[src/rtl/psum_accumulator_if.sv]
// rtl/psum_accumulator_if.sv - partial-sum in / accumulated-result out bundle
//
// Purpose: groups the PE partial-sum stream, the result handshake and the
// status outputs of psum_accumulator into one interface.
// Ports (as seen from the accumulator, modport slave):
//   i_psum      in  BIT_WIDTH  partial sum from the PE, two's complement
//   i_psum_val  in  1          i_psum valid this cycle
//   i_acc_rdy   in  1          consumer accepts o_acc this cycle
//   o_acc       out ACC_WIDTH  result FIFO head
//   o_acc_val   out 1          result FIFO non-empty
//   o_cnt       out CNT_W      partial sums taken into the current group
//   o_overflow  out 1          sticky: a finished result was dropped
// The master modport is the mirror view used by the PE/consumer side.
interface psum_accumulator_if #(
  parameter int BIT_WIDTH = 8,
  parameter int ACC_WIDTH = 20,
  parameter int NUM_ACC   = 9
);
  localparam int CNT_W = (NUM_ACC > 1) ? $clog2(NUM_ACC) : 1;

  logic [BIT_WIDTH-1:0] i_psum;
  logic                 i_psum_val;
  logic                 i_acc_rdy;
  logic [ACC_WIDTH-1:0] o_acc;
  logic                 o_acc_val;
  logic [CNT_W-1:0]     o_cnt;
  logic                 o_overflow;

  modport slave (
    input  i_psum, i_psum_val, i_acc_rdy,
    output o_acc, o_acc_val, o_cnt, o_overflow
  );

  modport master (
    output i_psum, i_psum_val, i_acc_rdy,
    input  o_acc, o_acc_val, o_cnt, o_overflow
  );
endinterface

[src/rtl/psum_accumulator.sv]
// rtl/psum_accumulator.sv - groups NUM_ACC partial sums into wide results and queues them
//
// Purpose: sign-extends each valid partial sum, accumulates NUM_ACC of them
// into one ACC_WIDTH word, and pushes the finished word into a show-ahead
// FIFO drained through a valid/ready handshake. The PE cannot be stalled, so
// a push into a full FIFO with no simultaneous pop is dropped and latches a
// sticky overflow flag.
// Ports:
//   clk  in  1  rising-edge clock
//   rst  in  1  asynchronous active-high reset
//   bus  psum_accumulator_if.slave  (stream in, result out, status)
module psum_accumulator #(
  parameter int BIT_WIDTH  = 8,
  parameter int ACC_WIDTH  = 20,
  parameter int NUM_ACC    = 9,
  parameter int FIFO_DEPTH = 4
) (
  input  logic                    clk,
  input  logic                    rst,
  psum_accumulator_if.slave       bus
);
  localparam int CNT_W = (NUM_ACC > 1) ? $clog2(NUM_ACC) : 1;
  localparam int AW    = $clog2(FIFO_DEPTH);
  localparam logic [CNT_W-1:0] CNT_LAST   = CNT_W'(NUM_ACC - 1);
  localparam logic [AW:0]      FIFO_FULLC = (AW + 1)'(FIFO_DEPTH);

  typedef enum logic {
    ST_ACCUM = 1'b0,
    ST_LAST  = 1'b1
  } state_t;

  // With a single-sum group every valid input is the last of its group.
  localparam state_t ST_START = (NUM_ACC == 1) ? ST_LAST : ST_ACCUM;

  // ---------------------------------------------------------------- group
  state_t               r_state;
  state_t               w_state_nxt;
  logic [CNT_W-1:0]     r_cnt;
  logic [CNT_W-1:0]     w_cnt_nxt;
  logic [CNT_W-1:0]     w_cnt_inc;
  logic [ACC_WIDTH-1:0] r_acc;
  logic [ACC_WIDTH-1:0] w_acc_nxt;
  logic [ACC_WIDTH-1:0] w_ext;
  logic [ACC_WIDTH-1:0] w_sum;
  logic                 w_push;

  assign w_ext     = ACC_WIDTH'($signed(bus.i_psum));
  assign w_sum     = r_acc + w_ext;
  assign w_cnt_inc = r_cnt + CNT_W'(1);

  always_ff @(posedge clk or posedge rst) begin
    if (rst) begin
      r_state <= ST_START;
      r_cnt   <= '0;
      r_acc   <= '0;
    end else begin
      r_state <= w_state_nxt;
      r_cnt   <= w_cnt_nxt;
      r_acc   <= w_acc_nxt;
    end
  end

  always_comb begin
    w_state_nxt = r_state;
    w_cnt_nxt   = r_cnt;
    w_acc_nxt   = r_acc;
    w_push      = 1'b0;
    if (bus.i_psum_val) begin
      if (r_state == ST_LAST) begin
        // Finished word goes straight to the FIFO; the accumulator restarts
        // even if the FIFO refuses the word.
        w_push      = 1'b1;
        w_acc_nxt   = '0;
        w_cnt_nxt   = '0;
        w_state_nxt = ST_START;
      end else begin
        w_acc_nxt   = w_sum;
        w_cnt_nxt   = w_cnt_inc;
        w_state_nxt = (w_cnt_inc == CNT_LAST) ? ST_LAST : ST_ACCUM;
      end
    end
  end

  // ----------------------------------------------------------------- fifo
  logic [ACC_WIDTH-1:0] r_mem [FIFO_DEPTH];
  logic [AW-1:0]        r_wr_ptr;
  logic [AW-1:0]        r_rd_ptr;
  logic [AW:0]          r_count;
  logic                 r_overflow;
  logic                 w_empty;
  logic                 w_full;
  logic                 w_pop;
  logic                 w_wr;

  assign w_empty = (r_count == '0);
  assign w_full  = (r_count == FIFO_FULLC);
  assign w_pop   = !w_empty && bus.i_acc_rdy;
  // A pop on the same edge frees the slot the push lands in.
  assign w_wr    = w_push && (!w_full || w_pop);

  always_ff @(posedge clk or posedge rst) begin
    if (rst) begin
      r_wr_ptr   <= '0;
      r_rd_ptr   <= '0;
      r_count    <= '0;
      r_overflow <= 1'b0;
    end else begin
      if (w_wr) begin
        r_wr_ptr <= r_wr_ptr + AW'(1);
      end
      if (w_pop) begin
        r_rd_ptr <= r_rd_ptr + AW'(1);
      end
      case ({w_wr, w_pop})
        2'b10:   r_count <= r_count + (AW + 1)'(1);
        2'b01:   r_count <= r_count - (AW + 1)'(1);
        default: r_count <= r_count;
      endcase
      if (w_push && !w_wr) begin
        r_overflow <= 1'b1;
      end
    end
  end

  // Storage needs no reset: entries are only observable while non-empty.
  always_ff @(posedge clk) begin
    if (w_wr) begin
      r_mem[r_wr_ptr] <= w_sum;
    end
  end

  assign bus.o_acc      = r_mem[r_rd_ptr];
  assign bus.o_acc_val  = !w_empty;
  assign bus.o_cnt      = r_cnt;
  assign bus.o_overflow = r_overflow;
endmodule

[src/flat_wrapper.sv]
// flat-port wrapper written by rule: the top's interface ports become plain ports
module psum_accumulator_flat 
#(
  parameter int BIT_WIDTH  = 8,
  parameter int ACC_WIDTH  = 20,
  parameter int NUM_ACC    = 9,
  parameter int FIFO_DEPTH = 4
)
  (clk, rst, bus_i_psum, bus_i_psum_val, bus_i_acc_rdy, bus_o_acc, bus_o_acc_val, bus_o_cnt, bus_o_overflow);
  psum_accumulator_if #(.BIT_WIDTH(BIT_WIDTH), .ACC_WIDTH(ACC_WIDTH), .NUM_ACC(NUM_ACC)) bus_i ();
  input  logic clk;
  input  logic rst;
  input wire logic [$bits(bus_i.i_psum)-1:0] bus_i_psum;
  input wire logic [$bits(bus_i.i_psum_val)-1:0] bus_i_psum_val;
  input wire logic [$bits(bus_i.i_acc_rdy)-1:0] bus_i_acc_rdy;
  output wire logic [$bits(bus_i.o_acc)-1:0] bus_o_acc;
  output wire logic [$bits(bus_i.o_acc_val)-1:0] bus_o_acc_val;
  output wire logic [$bits(bus_i.o_cnt)-1:0] bus_o_cnt;
  output wire logic [$bits(bus_i.o_overflow)-1:0] bus_o_overflow;
  assign bus_i.i_psum = bus_i_psum;
  assign bus_i.i_psum_val = bus_i_psum_val;
  assign bus_i.i_acc_rdy = bus_i_acc_rdy;
  assign bus_o_acc = bus_i.o_acc;
  assign bus_o_acc_val = bus_i.o_acc_val;
  assign bus_o_cnt = bus_i.o_cnt;
  assign bus_o_overflow = bus_i.o_overflow;
  psum_accumulator #(.BIT_WIDTH(BIT_WIDTH), .ACC_WIDTH(ACC_WIDTH), .NUM_ACC(NUM_ACC), .FIFO_DEPTH(FIFO_DEPTH)) u_core (.clk(clk), .rst(rst), .bus(bus_i));
endmodule
[config.mk]
export PLATFORM = sky130hd
export DESIGN_NAME = psum_accumulator_flat
export DESIGN_NICKNAME = d
export VERILOG_FILES = /design/src/rtl/psum_accumulator_if.sv /design/src/rtl/psum_accumulator.sv /design/src/flat_wrapper.sv
export SDC_FILE = /design/constraint.sdc
export NUM_CORES = 1
export LEC_CHECK = 0
export CAP_MARGIN = 20
export CORE_MARGIN = 2
export CORE_UTILIZATION = 27
export CTS_BUF_LIST = sky130_fd_sc_hd__clkbuf_16
export CTS_CLUSTER_DIAMETER = 120
export CTS_CLUSTER_SIZE = 25
export DETAILED_ROUTE_END_ITERATION = 16
export DONT_BUFFER_PORTS = 1
export GPL_TIMING_DRIVEN = 1
export PLACE_DENSITY_LB_ADDON = 0.15
export REMOVE_ABC_BUFFERS = 1
export SLEW_MARGIN = 10
export SYNTH_ARGS = -nofsm -noshare
export SYNTH_HDL_FRONTEND = slang
export SYNTH_SLANG_ARGS = --single-unit
[constraint.sdc]
create_clock -name clk -period 2.6 [get_ports clk]
set_input_delay 0.26 -clock clk [delete_from_list [all_inputs] [get_ports clk]]
set_output_delay 0.26 -clock clk [all_outputs]
set_load 0.005 [all_outputs]
==> impl_results.md <==
- Average via count per standard cell: 4.68
- Routed WL per cell: about 19 um
- Share of the synthesized area in the top cell type: 45.5%
- Overall Global Routing Usage: around 13%
- Clock slew at the register clock pins of the worst setup and hold paths: 0.05 ns
- Post-Synth XOR/XNOR Area: under 10%
- Clock tree sinks: 113
- Met2 Resource Use GR: 20.8%
- Number of nets in the layout: 433
- Dominant combinational cell family by area after synthesis: compound AO/OA/AOI/OAI gates
- Worst vdd ir: 0.503 mV
- Number of cells produced by synthesis: 357
- Most frequent standard cell in the layout excluding fill and tap cells: sky130_fd_sc_hd__edfxtp_1
- Slew at the pin with the worst max-slew slack: 0.675 ns
- Worst path slowest cell: sky130_fd_sc_hd__fa_2
- Number of warnings printed during yosys synthesis: 0
- GR peak layer: met2
- Post-detailed-route count of antenna-violating nets: 0
- Share of cells above drive strength 1: 21.1%
- Initial standard-cell utilization of the core: between 20% and 30%
- Floorplan die height: roughly 140 um
- Status: complete, no violations
- RSZ-0062 raised after global routing: no
- Leading area contributor after synthesis: sky130_fd_sc_hd__edfxtp_1
- Ys async rst share: 29.2%
- Post-synth top flop: sky130_fd_sc_hd__edfxtp_1
- Longest Clk Path Bufs: 2
- Number of flops mapped to enable cells by yosys: 80
- WL final: 12.5 mm
- Fin. max-slew vios: 0
- Largest net degree at the start of global routing: 22
- Ordered list of cells on the worst path: ha_1 -> inv_1 -> fa_2 -> and2b_1 -> o211ai_1 -> a21boi_2 -> nor2_4 -> o31ai_2 -> xor2_1 -> buf_4 -> a22o_1
- Biggest cell delay along the critical path: 0.36 ns
- Gpl congestion: 0.829
- Slack of the worst reg-to-reg path: between 0.15 and 0.2 ns
- Critical Path Source Type: register
- Number of cells after detailed placement: ~630
- Congestion Overflow GR: 0
- Number of antenna repair diodes: 0
- Sequential-to-total area share from yosys stat: 61.2%
- Chip Width: about 140 um
- WP data required: 2.90 ns
- Clock skew: ~0.018 ns
- Mux contribution to synthesized area: 9.10%
- Number of remaining DRC errors: 0
- Core Footprint: just under 0.02 mm^2
- Clock H-tree levels: 4
- Dpl cell area: 0.00574 mm^2
- Average instance area after synthesis: 14.8 um^2
- Clock buffers created by TritonCTS: 17
- Layout Area Growth over Synthesis: 21.3%
- Share of the cycle needed by the critical path after routing: 93.5%
- Hold violation total from the final report: 0
- Final HPWL from detailed placement: between 8 and 9 mm
- Initial drt markers: 181
- Top-Level Pins: 38
- Yosys reg bits: 113
- Critical Path Fanout Max: 6
- Global-route wire length before repair: 19.2 mm
- Data arrival, critical path: between 2 and 3 ns
- Number of unique standard cell types used by synthesis: 50
- Number of port buffers: 0
- Antenna violations before repair: 0
- Kind of end point of the critical path: register
- FMAX: 0.412 GHz
- Vias in the first global route: 3325
- Top library cells by usage in the layout, fill and taps aside: sky130_fd_sc_hd__edfxtp_1 (80), sky130_fd_sc_hd__dfrtp_1 (33), sky130_fd_sc_hd__ha_1 (25)
- Classification of the worst setup path: register to register
- Ranking of synthesized cells by area: sky130_fd_sc_hd__edfxtp_1 (46%), sky130_fd_sc_hd__dfrtp_1 (16%), sky130_fd_sc_hd__mux4_2 (8.5%)
- Vias post-DR: 3148
- Total iterations of the first detailed-routing run: 4
- Number of endpoints failing setup at the final stage: 0
- Power per Cell Area: 1270 mW/mm^2
- Total standard cell area after synthesis: 0.00528 mm^2
- Number of max-cap violations: 0
- Met3 usage in global routing: 3.20%
- Hold/Removal Path Class: input pin to register
- GRT met1 Usage: between 15 and 20%
- Leakage power: between 0.002 and 0.0025 uW
- Area fraction in compound gates after synthesis: 10.5%
- Simple-Gate Fraction of Synth Area: just under 7%
- Clock network latency to the later pin of the worst-skew pair: 0.42 ns
- Die area: 0.0207 mm^2
- Post-Synth Adder-Cell Area: 6.69%
- Normalized max-slew margin: between 50% and 60%
- Period minus WS final: between 2 and 2.5 ns
- Clock tree from TritonCTS: yes
- Cell area after layout: 0.00640 mm^2
- Fin util: 33.1%
- Site row count: 51
- Clock root buffer master: sky130_fd_sc_hd__clkbuf_16
- Post-Layout Cell Count: 672
- Overall Power: slightly above 8000 uW
[per-layer routing]
layer	up-vias	share of wire, %
met2	63	49
met5	-	0
met1	1623	46
met3	9	4.2
met4	0	1.3
li1	1453	-
[final timing paths]
kind / startpoint / to / depth (start not counted)
setup / recovery: u_core.r_acc[0] / u_core.r_acc[14] / 11
hold / removal: bus_i_psum_val / u_core.r_acc[12] / 1
max in group asynchronous: rst / u_core.r_acc[9] / 3
hold reg to reg: u_core.r_count[2] / u_core.r_count[2] / 1
min in group asynchronous: rst / u_core.r_acc[0] / 2
setup reg to reg: u_core.r_acc[0] / u_core.r_acc[14] / 11
[cell families (layout without fill, tap and decap cells)]
family,after synthesis,after routing
buf+inv,23,73
compound gates,76,76
mux,23,23
flops,113,113
fa+ha+maj,27,27
xor+xnor,24,24
simple gates,71,71
[flip-flops by register name (all words and copies together) (netlist names)]
signal                 flops
u_core.r_wr_ptr            2
u_core.bus.o_cnt           4
u_core.r_rd_ptr            2
u_core.r_state             1
u_core.r_count             3
u_core.r_mem              80
u_core.bus.o_overflow      1
u_core.r_acc              20
[through the flow]
step | hold slack [ns] | setup slack [ns] | setup TNS, ns
6_report | 0.0116 | 0.170 | 0
5_1_grt | 0.0130 | 0.00390 | 0
4_1_cts | 0.00113 | 0.00702 | 0
3_5_place_dp | 0.287 | -0.0907 | -0.485
3_3_place_gp | 0.283 | -0.0208 | -0.0291
2_1_floorplan | 0.353 | 0.298 | 0
[layout make-up]
class,instances,area (um^2)
Inverter,14,52.6
Multi-Input combinational cell,221,1990
Tap cell,265,332
Timing Repair Buffer,27,220
Clock buffer,17,425
Sequential cell,113,3230
Clock inverter,15,153
Fill cell,1919,12900
[worst max-delay path: cells and delay by family, from the launching register on]
kind            cells  cell delay, ns
compound gates      4            0.79
xor+xnor            1            0.10
fa+ha+maj           2            0.53
buf+inv             2            0.23
flops               1            0.35
simple gates        2            0.32
[report_power, final]
group | internal (uW) | switching, uW | leakage [uW] | total (uW)
clock network | 1480 | 789 | 0.000291 | 2270
registers | 2630 | 229 | 0.00112 | 2860
logic | 1330 | 1700 | 0.00101 | 3030
[cells in the mapped netlist, drive strengths merged, types with 2 or more instances]
master	count
edfxtp	80
dfrtp	33
ha	25
nand2	22
mux4	20
a22o	19
a21oi	17
inv	14
nor2	14
xnor2	13
o21ai	11
xor2	11
and2	8
clkbuf	6
a21o	5
and3	5
nand3	5
nor2b	4
o21a	4
a31o	3
buf	3
mux2i	3
nand4	3
nor3	3
o211ai	3
a221oi	2
fa	2
o31ai	2
[what timing repair did]
| action | 4_1_cts | 5_1_grt |
|---|---|---|
| endpoints found under the hold margin | 18 | 0 |
| setup buffers | 1 | 3 |
| endpoints found under the setup margin | 17 | 34 |
| hold buffers | 2 | 0 |
| resized for setup | 2 | 7 |
| pin swaps | 1 | 5 |
(Power assumes the default switching activity.)
